<file path="src/rtl/lfsr_pkg.sv">
// rtl/lfsr_pkg.sv - shared constants, state encoding and width helper for the LFSR sampler
package lfsr_pkg;

    localparam int unsigned LFSR_W      = 8;
    localparam int unsigned DEF_DIV     = 16;
    localparam int unsigned DEF_TIMEOUT = 8;
    localparam int unsigned DEF_PWM_W   = 4;

    typedef enum logic {
        COUNT = 1'b0,
        ARM   = 1'b1
    } state_e;

    // Bits needed to count 0..range-1, never less than one bit.
    function automatic int unsigned cnt_width(input int unsigned range);
        return (range > 1) ? $clog2(range) : 1;
    endfunction

endpackage

</file>
<file path="src/rtl/led_pwm.sv">
// rtl/led_pwm.sv - free-running PWM counter and registered LED gating of the held sample
module led_pwm
    import lfsr_pkg::*;
#(
    parameter int unsigned PWM_W = DEF_PWM_W
) (
    input  logic              clk,
    input  logic              rst,
    input  logic [PWM_W-1:0]  duty,
    input  logic [LFSR_W-1:0] sample_out,
    output logic [LFSR_W-1:0] Led
);

    logic [PWM_W-1:0]  pwm_cnt_q;
    logic [PWM_W-1:0]  pwm_cnt_d;
    logic              pwm_on;
    logic [LFSR_W-1:0] led_q;
    logic [LFSR_W-1:0] led_d;

    // Counter wraps naturally at 2^PWM_W-1 -> 0; duty=0 never lights, max duty leaves one dark slot.
    always_comb begin
        pwm_cnt_d = pwm_cnt_q + PWM_W'(1);
        pwm_on    = (pwm_cnt_q < duty);
        led_d     = pwm_on ? sample_out : '0;
    end

    // PWM counter and Led register; Led lags the counter by one cycle.
    always_ff @(posedge clk or posedge rst) begin
        if (rst) begin
            pwm_cnt_q <= '0;
            led_q     <= '0;
        end else begin
            pwm_cnt_q <= pwm_cnt_d;
            led_q     <= led_d;
        end
    end

    assign Led = led_q;

endmodule

</file>
<file path="src/rtl/lfsr_led_sampler.sv">
// rtl/lfsr_led_sampler.sv - periodic LFSR byte sampler with stall timeout and PWM LED drive; LFSR_ZERO_DET_EN rejects all-zero samples
module lfsr_led_sampler
    import lfsr_pkg::*;
#(
    parameter int unsigned DIV     = DEF_DIV,
    parameter int unsigned TIMEOUT = DEF_TIMEOUT,
    parameter int unsigned PWM_W   = DEF_PWM_W
) (
    input  logic              clk,
    input  logic              rst,
    input  logic [LFSR_W-1:0] rnd_in,
    input  logic              rnd_valid,
    input  logic              freeze,
    input  logic [PWM_W-1:0]  duty,
    output logic [LFSR_W-1:0] Led,
    output logic [LFSR_W-1:0] sample_out,
    output logic              sample_stb,
    output logic              stall,
    output logic              zero_err
);

    localparam int unsigned CNT_W = cnt_width(DIV);
    localparam int unsigned TMO_W = cnt_width(TIMEOUT);

    localparam logic [CNT_W-1:0] CNT_LAST = CNT_W'(DIV - 1);
    localparam logic [TMO_W-1:0] TMO_LAST = TMO_W'(TIMEOUT - 1);

    state_e            state_q;
    state_e            state_d;
    logic [CNT_W-1:0]  cnt_q;
    logic [CNT_W-1:0]  cnt_d;
    logic [TMO_W-1:0]  tmo_q;
    logic [TMO_W-1:0]  tmo_d;
    logic [LFSR_W-1:0] sample_q;
    logic              stb_q;
    logic              stall_q;

    logic              wrap;
    logic              tmo_last;
    logic              take;
    logic              timed_out;
    logic              accept;

    assign wrap     = (cnt_q == CNT_LAST);
    assign tmo_last = (tmo_q == TMO_LAST);

    // State register.
    always_ff @(posedge clk or posedge rst) begin
        if (rst) begin
            state_q <= COUNT;
        end else begin
            state_q <= state_d;
        end
    end

    // Next state: a prescaler wrap requests a sample unless frozen; ARM ends on data or timeout.
    always_comb begin
        state_d = state_q;
        case (state_q)
            COUNT: begin
                if (wrap && !freeze) begin
                    state_d = ARM;
                end
            end
            ARM: begin
                if (rnd_valid || tmo_last) begin
                    state_d = COUNT;
                end
            end
            default: state_d = COUNT;
        endcase
    end

    // Per-state controls: counter updates, capture and timeout decisions (sample beats timeout).
    always_comb begin
        cnt_d     = cnt_q;
        tmo_d     = '0;
        take      = 1'b0;
        timed_out = 1'b0;
        case (state_q)
            COUNT: begin
                cnt_d = wrap ? '0 : cnt_q + CNT_W'(1);
            end
            ARM: begin
                cnt_d     = '0;
                take      = rnd_valid;
                timed_out = !rnd_valid && tmo_last;
                tmo_d     = (take || timed_out) ? '0 : tmo_q + TMO_W'(1);
            end
            default: begin
                cnt_d = '0;
            end
        endcase
    end

    // Prescaler and timeout counters.
    always_ff @(posedge clk or posedge rst) begin
        if (rst) begin
            cnt_q <= '0;
            tmo_q <= '0;
        end else begin
            cnt_q <= cnt_d;
            tmo_q <= tmo_d;
        end
    end

`ifdef LFSR_ZERO_DET_EN
    logic zerr_q;

    // An all-zero byte means the LFSR locked up, so it is never published as a sample.
    assign accept = (rnd_in != '0);

    // Sticky lockup flag, cleared only by reset.
    always_ff @(posedge clk or posedge rst) begin
        if (rst) begin
            zerr_q <= 1'b0;
        end else if (take && !accept) begin
            zerr_q <= 1'b1;
        end
    end

    assign zero_err = zerr_q;
`else
    assign accept   = 1'b1;
    assign zero_err = 1'b0;
`endif

    // Held sample, one-cycle strobe after each capture attempt, and sticky stall flag.
    always_ff @(posedge clk or posedge rst) begin
        if (rst) begin
            sample_q <= '0;
            stb_q    <= 1'b0;
            stall_q  <= 1'b0;
        end else begin
            stb_q <= take;
            if (take && accept) begin
                sample_q <= rnd_in;
            end
            if (timed_out) begin
                stall_q <= 1'b1;
            end
        end
    end

    assign sample_out = sample_q;
    assign sample_stb = stb_q;
    assign stall      = stall_q;

    led_pwm #(
        .PWM_W (PWM_W)
    ) u_led_pwm (
        .clk        (clk),
        .rst        (rst),
        .duty       (duty),
        .sample_out (sample_q),
        .Led        (Led)
    );

endmodule

</file>
<file path="config.mk">
export PLATFORM = sky130hd
export DESIGN_NAME = lfsr_led_sampler
export DESIGN_NICKNAME = d
export VERILOG_FILES = /design/src/rtl/lfsr_pkg.sv /design/src/rtl/led_pwm.sv /design/src/rtl/lfsr_led_sampler.sv
export SDC_FILE = /design/constraint.sdc
export NUM_CORES = 1
export LEC_CHECK = 0
export ABC_AREA = 0
export ABC_CLOCK_PERIOD_IN_PS = 1450
export CORE_MARGIN = 3
export CORE_UTILIZATION = 45
export CTS_BUF_LIST = sky130_fd_sc_hd__clkbuf_8 sky130_fd_sc_hd__clkbuf_16
export CTS_CLUSTER_SIZE = 10
export DETAILED_ROUTE_END_ITERATION = 10
export PLACE_DENSITY = 0.75
export SYNTH_ARGS = -nofsm -noshare
export SYNTH_HDL_FRONTEND = slang
export SYNTH_SLANG_ARGS = --single-unit
</file>
<file path="constraint.sdc">
create_clock -name clk -period 1.45 [get_ports clk]
set_clock_uncertainty 0.15 [all_clocks]
set_input_delay 0.2175 -clock clk [delete_from_list [all_inputs] [get_ports clk]]
set_output_delay 0.2175 -clock clk [all_outputs]
set_load 0.01 [all_outputs]
</file>
# Word level (Yosys, flattened, before mapping)
# Cells that the tools add are included.
# word_totals
register_bits,30
in_bits,16
# classes
n_addsub,3
magnitude_cmp,1
eq_ne,2
mux,10
bitwise_logic,1
reduce_logical,6
# op_table
cell,n
4-bit by 1-bit adder with 4-bit output (second input constant),2
8-bit two-way mux,1
4-bit case mux with 2 select lines,1
3-bit two-way mux,2
4-bit equality test (second input constant),1
4-bit less-than comparator,1
1-bit two-way mux,4
4-bit two-way mux,1
3-bit by 1-bit adder with 3-bit output (second input constant),1
3-bit equality test (second input constant),1
1-bit logical AND,2
1-bit logical NOT,2
1-bit logical OR,2
1-bit case mux with 2 select lines,1
1-bit NOT,1

# Depth between registers and ports, before layout
# logic_depth
ltp_word,5
ltp_mapped,5
ltp_nobuf,5

# Cells and area by module
# From an unflattened synthesis, not the netlist that was laid out.
# unflattened
cells_unflattened,95
area_unflattened_um2,1283.7
# modules_own_cells
mod,n_inst,cells_per_inst,area_per_inst_um2
lfsr_led_sampler,1,51,723.2
led_pwm,1,44,560.5

# Least setup slack after synthesis
# No wires, ideal clock.
# synth_path
kind,reg2reg
startpoint,reg u_led_pwm.pwm_cnt_q[3]
endpoint,reg u_led_pwm.led_q[0] (netlist: u_led_pwm.Led[0])
t_arrival_ns,1.099
required_ns,1.227
path_slack_ns,0.128
stages_incl_launch_ff,5
n_path_buf,0
cell_sequence,dfrtp_1 ha_1 a21oi_2 nand2_1 a21oi_2
# synth_via
elab_chain_cells,2
# synth_rtl
item,line_no,text
"start, declared",led_pwm.sv:14,logic [PWM_W-1:0] pwm_cnt_q;
"start signal, assigned",led_pwm.sv:33,pwm_cnt_q <= pwm_cnt_d;
4-bit less-than comparator,led_pwm.sv:23,pwm_on = (pwm_cnt_q < duty);
8-bit two-way mux,led_pwm.sv:24,led_d = pwm_on ? sample_out : '0;
via u_led_pwm.led_d[0],led_pwm.sv:18,logic [LFSR_W-1:0] led_d;
"end signal, assigned",led_pwm.sv:34,led_q <= led_d;
"end, declared",led_pwm.sv:17,logic [LFSR_W-1:0] led_q;
# The timed path passes the listed nets, and every way through them passes these cells.
# A chain may end at the register's enable or synchronous reset.

# Worst setup path after layout
# layout_path
startpoint,in duty[3]
endpoint,reg u_led_pwm.led_q[7] (netlist: u_led_pwm.Led[7])
# layout_via
elab_chain_cells,2
# layout_rtl
item,line_no,text
"start, declared",lfsr_led_sampler.sv:14,"input logic [PWM_W-1:0] duty,"
4-bit less-than comparator,led_pwm.sv:23,
8-bit two-way mux,led_pwm.sv:24,
via u_led_pwm.led_d[7],led_pwm.sv:18,
# The timed path passes the listed nets, and every way through them passes these cells.

==> results.json <==
{
  "drive_above_1_share_pct": 23.91,
  "clockBufferDepth": 2,
  "place_congestion": 0.7554,
  "p_per_area_mw_per_mm2": 1655,
  "io_buffers": 33,
  "dpl.hpwl_mm": 1.746,
  "clkPwrFrac_pct": 22.3,
  "reg2reg_slack_ns": 0.13,
  "end_kind": "flip-flop",
  "grt_max_degree": 31,
  "vias_per_cell": 4.863,
  "reg2reg_from": "tmo_q[0]",
  "cts_sinks": 30,
  "synth_nets": 120,
  "final_max_slew_viol_count": 0,
  "via_count": 817,
  "ys_warn_count": 0,
  "syn_area_per_cell_um2": 13.30,
  "utilization_pct": 67.87,
  "reg2reg_depth": 5,
  "finish.instance_area_mm2": 0.001758,
  "first_iter_violations": 20,
  "dieArea_mm2": 0.003545,
  "hold_viol": 0,
  "core_area_mm2": 0.002590,
  "synth_top_area_share_pct": 58.20,
  "fin_nets": 160,
  "power_switching_share_pct": 30.13,
  "switchingPower_mw": 0.8764,
  "clk_latency_ns": 0.27,
  "synthTopCellsByArea": "dfrtp_1 58%, mux2_4 9.3%, ha_1 6.8%",
  "p_comb_share_pct": 32.9,
  "rsz0062_at_grt": "false",
  "synth_area_leader_cell": "dfrtp_1",
  "area_growth_pct": 36.28,
  "ir_drop_uv": 1285,
  "cp-start-kind": "primary input",
  "power.static_leakage_nw": 0.9500,
  "route.detailed.drc": 0,
  "min_path_type": "in -> async",
  "die_w_um": 59.54,
  "synth_area_mm2": 0.001290,
  "syn-instance-count": 97,
  "ys_seq_elements": 30,
  "r2r_end": "state_q",
  "worstPathArrival_ns": 1.41,
  "critPathLaunch": "duty[3]",
  "num_antenna_cells": 0,
  "grt_usage_pct": 15.79,
  "io_pins": 35,
  "start_util_pct": 49.81,
  "cp_max_fo": 8,
  "hold_buffers": 0,
  "overflow": 0,
  "die_h_um": 59.54,
  "post-cts-setup-buffers": 0,
  "clkTransAtPathRegs_ns": 0.06,
  "placed_cell_area_mm2": 0.001669,
  "cts-htree-levels": 2,
  "drt-wirelength-per-cell_um": 13.89,
  "post_synth_num_cell_types": 26,
  "p_seq_share_pct": 44.8,
  "critPathKind": "in -> reg",
  "grt_pass1_wl_mm": 3.946,
  "antenna_found_initial": 0,
  "drt_pass1_iterations": 4,
  "wl_mm": 2.333,
  "cts_made_buffers": 5,
  "setup_viol": 0,
  "fmax_mhz": 736.4,
  "ant_nets": 0,
  "fin_crit_ns": 1.358,
  "internal_power_mw": 2.033,
  "ys_seq_area_share_pct": 58.20,
  "clock-root-buffer": "clkbuf_8",
  "grt_pass1_vias": 888,
  "maxCapViolCount": 0,
  "fillerInstances": 200,
  "crit_required_ns": 1.50,
  "status": "finished, final reports clean",
  "placementRows": 18,
  "timing.final.crit_share_pct": 93.65,
  "cts_tree": "yes"
}
[power by group through the flow]
stage	Clock, mW	Combinational, mW	Sequential (mW)
6_report	0.650	0.956	1.30
2_1_floorplan	0	0.473	1.38
3_3_place_gp	0	1.08	1.31
5_1_grt	0.713	1.06	1.34
3_5_place_dp	0	1.12	1.32
4_1_cts	0.678	0.974	1.31
[worst max path at each step]
stage | endpoint | slack, ns | cells after the start
floorplan | u_led_pwm.Led[0] | 0.13 | 4
global placement | u_led_pwm.Led[3] | -0.32 | 5
detailed placement | u_led_pwm.Led[4] | -0.34 | 5
CTS | u_led_pwm.Led[2] | 0.05 | 7
global route | u_led_pwm.Led[7] | 0.0003 | 7
finish | u_led_pwm.Led[7] | 0.09 | 7
[cells in the final DEF (no fill, tap or decap), types with 2 or more instances in the layout]
cell type        count
a21oi_2              9
a21oi_1              2
mux2_4               8
and3_1               2
inv_1                9
dfrtp_1             30
clkbuf_8             6
clkdlybuf4s50_1     15
nor2_1               2
ha_1                 6
nand2_1              9
xnor2_1              2
dlygate4sd2_1       18
nand3_1              2
[final cells by class]
cell class	instances	area (um2)	share of cell area, %
clock inverters	2	8.758	0.4982
flip-flops and latches	30	750.7	42.70
multi-input cells	56	501.7	28.54
clock buffers	6	82.58	4.697
inverters	8	30.03	1.708
well taps	30	37.54	2.135
repair buffers	36	346.6	19.72
[registers in the layout, summed over array words and instances (netlist names)]
register             count
sample_out               8
u_led_pwm.Led            8
cnt_q                    4
stall                    1
state_q                  1
tmo_q                    3
u_led_pwm.pwm_cnt_q      4
sample_stb               1
[Yosys cell counts]
library cell	n
dfrtp_1	30
a21oi_2	9
nand2_1	9
inv_1	8
mux2_4	8
ha_1	7
nor2_1	3
a21oi_1	2
and3_1	2
nand3_1	2
xnor2_1	2
a21o_4	1
a31o_1	1
and2_1	1
and2b_1	1
buf_2	1
buf_4	1
buf_6	1
conb_1	1
nand2_4	1
nand2b_4	1
nand4b_1	1
nor3b_1	1
o21ai_0	1
o31ai_1	1
xor2_1	1
[worst max-delay path, cell delays in order]
cell and delay (ns):
clkdlybuf4s50_1 0.45, inv_1 0.06, ha_4 0.24, a21oi_2 0.14, buf_6 0.14, nand2_1 0.07, a21oi_2 0.10
[kinds of logic (layout without fill, tap and decap cells)]
kind of cell,Yosys count,in the layout,share of synthesized area [%]
and+or+nand+nor,22,22,9.506
adders and majority gates,7,7,6.789
muxes,8,8,9.312
buffers and inverters,11,52,4.171
xor gates and xnor gates,3,3,2.037
AOI/OAI and AO/OA,15,15,9.699
DFF,30,30,58.20
other,1,1,0.2907
[routing by layer]
metal / track usage, % / part of all wire (%) / vias up
li1: - / - / 399
met1: 18.82 / 41 / 391
met2: 24.65 / 52 / 25
met3: 7.843 / 6.6 / 2
met4: 5.696 / 0.34 / 0
met5: 0 / 0 / -
[what timing repair did]
item | in CTS | in global routing
resized for setup | 19 | 3
setup endpoints to repair | 26 | 10
pin swaps | 0 | 1
[per-stage QoR]
step	total power, mW	hold slack, ns	setup slack, ns	std cells	TNS [ns]
2_1_floorplan	1.851	0.1583	0.1278	97	0
3_3_place_gp	2.396	0.2695	-0.3226	160	-3.080
3_5_place_dp	2.438	0.2845	-0.3415	160	-3.242
4_1_cts	2.957	0.1413	0.04568	168	0
5_1_grt	3.112	0.1553	0.0002744	168	0
6_report	2.909	0.1484	0.09209	168	0
(Power assumes the default switching activity.)
==> variant 1: new RTL, same settings <==
The option `LFSR_ZERO_DET_EN` is turned on by a define.
--- a/src/rtl/lfsr_led_sampler.sv
+++ b/src/rtl/lfsr_led_sampler.sv
@@ -1,3 +1,5 @@
 // rtl/lfsr_led_sampler.sv - periodic LFSR byte sampler with stall timeout and PWM LED drive; LFSR_ZERO_DET_EN rejects all-zero samples
+`define LFSR_ZERO_DET_EN
+
 module lfsr_led_sampler
     import lfsr_pkg::*;
Formal check against the unedited RTL: same outputs for any inputs over 10 cycles, from zero or initial values and one cycle with rst high; that may be too few to reach the edited logic, so the function may still have changed.
==> variant 1 against the unedited design <==
  * Combinational power fell by 14%
  * Setup slack lost 0.044 ns
  * Sequential cell count up 1
  * Critical path depth fell by 2
  * Die area shrank 3.4%
  * Wire length grew 12%
  * Utilization grew 2.4 points
  * Area after synthesis is 3.8% lower
  * Design area grew 1.7%
  * Total power shrank 2.4%
  * Critical path type unchanged
==> variant 1: results (changes against the unedited design) <==
Setup path
  – Crit path from: duty[1]
  – R2r startpoint: u_led_pwm.pwm_cnt_q[1]$_DFF_PP0_
  – R2R setup slack: 0.06 ns (-0.07 ns)
  – Critical Path AT: 1.45 ns (+0.04 ns)
  – R2R cell count: 3 (-2)

Power and ir drop
  – Static Leak: 0.000982 uW (+3.4%)
  – Worst vdd ir: 0.00114 V (-11%)

Yosys
  – Net Count, Synth: 124 (+3.3%)
  – Main area contributors after synthesis: dfrtp_1 (63%), ha_1 (7.1%), a22o_1 (5.6%)
  – Most instantiated cells after synthesis: dfrtp_1 (31), a21oi_1 (11), nand2_1 (9)

Global routing
  – Met2 Resource Use GR: 0.281 (+0.0342)
  – Met1 Resource Use GR: 0.214 (+0.0254)
  – Vias in the first global route: 930 (+4.7%)
  – First-pass GRT wire length: 4.33 mm (+9.8%)
  – Met3 Use GR: 0.0789 (+0.000516)

Place
  – Placement Setup Slack: -0.392 ns (-0.0508 ns)
  – Buffers on Ports: 34 (+3.0%)
  – DP Area: 1690 sq um (+1.0%)
  – Post-DP HPWL: 1.87 mm (+6.9%)

Timing
  – Min Tclk post-route: 1.40 ns (+0.0437 ns)

Layout
  – Share of layout cells above drive strength 1: 0.174 (-0.0646)
  – Final #Nets: 171 (+6.9%)

Routing
  – Initial drt markers: 12 (-40%)
  – Vias: 921 (+13%)
  – Final WL: 2.61 mm (+12%)

Run status
  – Status: finished, final reports clean
variant 1: changes by cell type in the layout (fill, tap and decap cells not counted), sizes merged, moves of 2 or more:
| cell | before | now |
|---|---|---|
| dlygate4sd2 | 18 | 26 |
| buf | 3 | 9 |
| a22o | 0 | 8 |
| mux2 | 8 | 0 |
| clkdlybuf4s50 | 15 | 7 |
| or4 | 0 | 2 |
variant 1: area by class of cell:
class	count	area [sq um]
Clock buffer	7	96.3
Clock inverter	1	3.75
Fill cell	204	757
Inverter	7	26.3
Multi-Input combinational cell	60	454
Sequential cell	31	776
Tap cell	30	37.5
Timing Repair Buffer	43	394
variant 1: through the flow:
stage,std cells,hold WS [ns]
2_1_floorplan,101,0.163
3_3_place_gp,171,0.280
3_5_place_dp,171,0.284
4_1_cts,179,0.117
5_1_grt,179,0.140
6_report,179,0.117
variant 1: cells by family (layout without fill, tap and decap cells):
family / after synthesis / after routing / share of synthesized area
AO/OA/AOI/OAI: 25 / 25 / 0.143
XOR/XNOR: 3 / 3 / 0.0212
adder cells (fa/ha/maj): 7 / 7 / 0.0706
buffers and inverters: 10 / 58 / 0.0312
flip-flops: 31 / 31 / 0.625
AND/OR/NAND/NOR: 25 / 25 / 0.109
variant 1: metal layers:
| layer | share of wire | vias up |
|---|---|---|
| met5 | 0 | - |
| met4 | 0.018 | 0 |
| met3 | 0.063 | 8 |
| met2 | 0.49 | 23 |
| met1 | 0.43 | 447 |
| li1 | - | 443 |
variant 1: what timing repair did:
action | in CTS | in global routing
pin swaps | 4 | 4
gates resized for setup | 27 | 7
hold buffers | 0 | 0
endpoints found under the setup margin | 30 | 11
variant 1: worst reg2reg max path, delay by kind of cell (launching register included):
family / cells / cell delay, ns
AO/OA/AOI/OAI: 2 / 0.46
adder cells (fa/ha/maj): 1 / 0.29
flip-flops: 1 / 0.41
variant 1: worst min-delay path by stage:
stage / startpoint / to / slack, ns / cells past startpoint
after floorplan: freeze / state_q$_DFF_PP0_ / 0.16 / 1
after global placement: tmo_q[0]$_DFF_PP0_ / tmo_q[0]$_DFF_PP0_ / 0.28 / 1
after detailed placement: tmo_q[0]$_DFF_PP0_ / tmo_q[0]$_DFF_PP0_ / 0.28 / 1
after CTS: rst / u_led_pwm.pwm_cnt_q[3]$_DFF_PP0_ / 0.12 / 3
after global routing: rst / u_led_pwm.pwm_cnt_q[3]$_DFF_PP0_ / 0.14 / 3
final: rst / u_led_pwm.pwm_cnt_q[2]$_DFF_PP0_ / 0.12 / 3
variant 1: power by group:
group	internal (uW)	switching, uW
registers	1120	172
logic	438	380
clock network	425	300
==> variant 2: new RTL, config.mk and constraints unchanged <==
Made on the original files. Register the input `duty` before use, cleared by the reset. The logic sees it one clock later. The other inputs are not delayed to match.
--- a/src/rtl/lfsr_led_sampler.sv
+++ b/src/rtl/lfsr_led_sampler.sv
@@ -25,4 +25,14 @@
     localparam logic [CNT_W-1:0] CNT_LAST = CNT_W'(DIV - 1);
     localparam logic [TMO_W-1:0] TMO_LAST = TMO_W'(TIMEOUT - 1);
+
+    logic [PWM_W-1:0] duty_q;
+
+    always_ff @(posedge clk or posedge rst) begin
+        if (rst) begin
+            duty_q <= '0;
+        end else begin
+            duty_q <= duty;
+        end
+    end
 
     state_e            state_q;
@@ -152,5 +162,5 @@
         .clk        (clk),
         .rst        (rst),
-        .duty       (duty),
+        .duty       (duty_q),
         .sample_out (sample_q),
         .Led        (Led)
Behaviour: same outputs for any inputs over 10 cycles, from zero or initial values and one cycle with rst high; that may be too few to reach the edited logic, so the function may still have changed.
==> variant 2 against the unedited design <==
  * Wire length up 3.9%
  * Design area grew 5.1%
  * Total power increased by 2.3%
  * Utilization shrank 3.1 points
  * Combinational power decreased by 0.8%
  * Area after synthesis grew 7.8%
  * Sequential cell count up 4
  * Setup slack lost 0.013 ns
  * Largest cell class unchanged
==> variant 2: results (changes against the unedited design) <==
Yosys
  – Net Count, Synth: 124 (+3.3%)
  – Seq/Total Area, Yosys: 0.612 (+0.0301)
  – Ys async rst share: 1.00 (unchanged)
  – Main area contributors after synthesis: dfrtp_1 (61%), mux2_4 (8.6%), ha_1 (6.3%)
  – Syn avg cell area: 13.8 sq um (+3.5%)

Layout
  – Fin util: 0.647 (-0.0314)
  – Fin cells: 174 (+3.6%)
  – Signal buf overhead: 0.196 (-0.00135)
  – # diodes: 0 (unchanged)
  – Non-Clock Buffer Count: 38 (+5.6%)
  – Seq cells: 34 (+13%)
  – Multi-In Gates: 56 (unchanged)
  – Layout clock area frac: 0.0413 (-0.0106)
  – # clk buffers: 5 (-1)
  – Fillers: 239 (+20%)

Place
  – GPL Wtd Cong: 0.722 (-4.4%)
  – Post-DP HPWL: 1.74 mm (-0.37%)
  – Placement Setup Slack: -0.0221 ns (+0.319 ns)

Setup path
  – Crit-path max FO: 3 (-5)
  – Critical Path AT: 1.43 ns (+0.02 ns)
  – Crit path from: tmo_q[0]$_DFF_PP0_
  – R2R setup slack: 0.08 ns (-0.05 ns)

Global routing
  – First-pass GRT wire length: 4.11 mm (+4.2%)
  – Gr usage total: 0.162 (+0.00388)
  – Vias in the first global route: 855 (-3.7%)
  – Largest net degree at the start of global routing: 35 (+13%)

Power and ir drop
  – Worst vdd ir: 0.000937 V (-27%)
  – P_int: 2090 uW (+2.7%)
  – Static Leak: 0.00100 uW (+5.5%)

Clock network
  – Maximum root-to-sink buffer count: 2 (unchanged)

Timing
  – Hold Slack: 0.126 ns (-0.0219 ns)

Routing
  – Vias per cell: 4.94 (+1.5%)
  – Initial drt markers: 16 (-20%)
  – DR WL/cell: 13.9 microns (+0.28%)

Run status
  – Status: finished, final reports clean
## variant 2: cell types whose count changed in the layout (fill, tap and decap cells not counted), sizes merged
cell    delta
clkinv     -1
inv        +1
buf        +2
dfrtp      +4
clkbuf     -1
## variant 2: power groups by stage
stage	clock (uW)	combinational [uW]	sequential, uW
6_report	621	948	1410
5_1_grt	688	1060	1450
4_1_cts	652	964	1410
3_5_place_dp	0	1110	1430
3_3_place_gp	0	1080	1420
2_1_floorplan	0	474	1500
## variant 2: logic make-up (layout without fill, tap and decap cells)
family	Yosys count	in the layout	share of synthesized area
other	1	1	0.00270
buffers and inverters	11	53	0.0387
and+or+nand+nor	22	22	0.0882
xor gates and xnor gates	3	3	0.0189
muxes	8	8	0.0864
DFF	34	34	0.612
adders and majority gates	7	7	0.0630
AOI/OAI and AO/OA	15	15	0.0900
## variant 2: worst max-delay path by stage
stage	cells past startpoint	slack (ns)	endpoint
floorplan	4	0.13	u_led_pwm.Led[0]$_DFF_PP0_
global placement	3	-0.01	sample_out[1]$_DFFE_PP0P_
detailed placement	3	-0.02	sample_out[6]$_DFFE_PP0P_
CTS	5	0.02	tmo_q[0]$_DFF_PP0_
global route	5	0.01	tmo_q[0]$_DFF_PP0_
finish	5	0.08	tmo_q[0]$_DFF_PP0_
## variant 2: per-layer routing
metal | part of all wire | vias up | global-route usage
met3 | 0.061 | 5 | 0.0713
met5 | 0 | - | 0
met2 | 0.46 | 32 | 0.236
met4 | 0.026 | 0 | 0.100
met1 | 0.45 | 409 | 0.195
li1 | - | 413 | -
## variant 2: critical path: stages (launching register included)
cell and delay, ns:
dfrtp_1 0.39, ha_1 0.22, ha_1 0.22, nor2_2 0.14, nand2_1 0.08, nor2_1 0.10
## variant 2: repair_timing
action	in CTS	in global routing
gates resized for setup	19	2
endpoints found under the setup margin	26	8
setup buffers	0	1
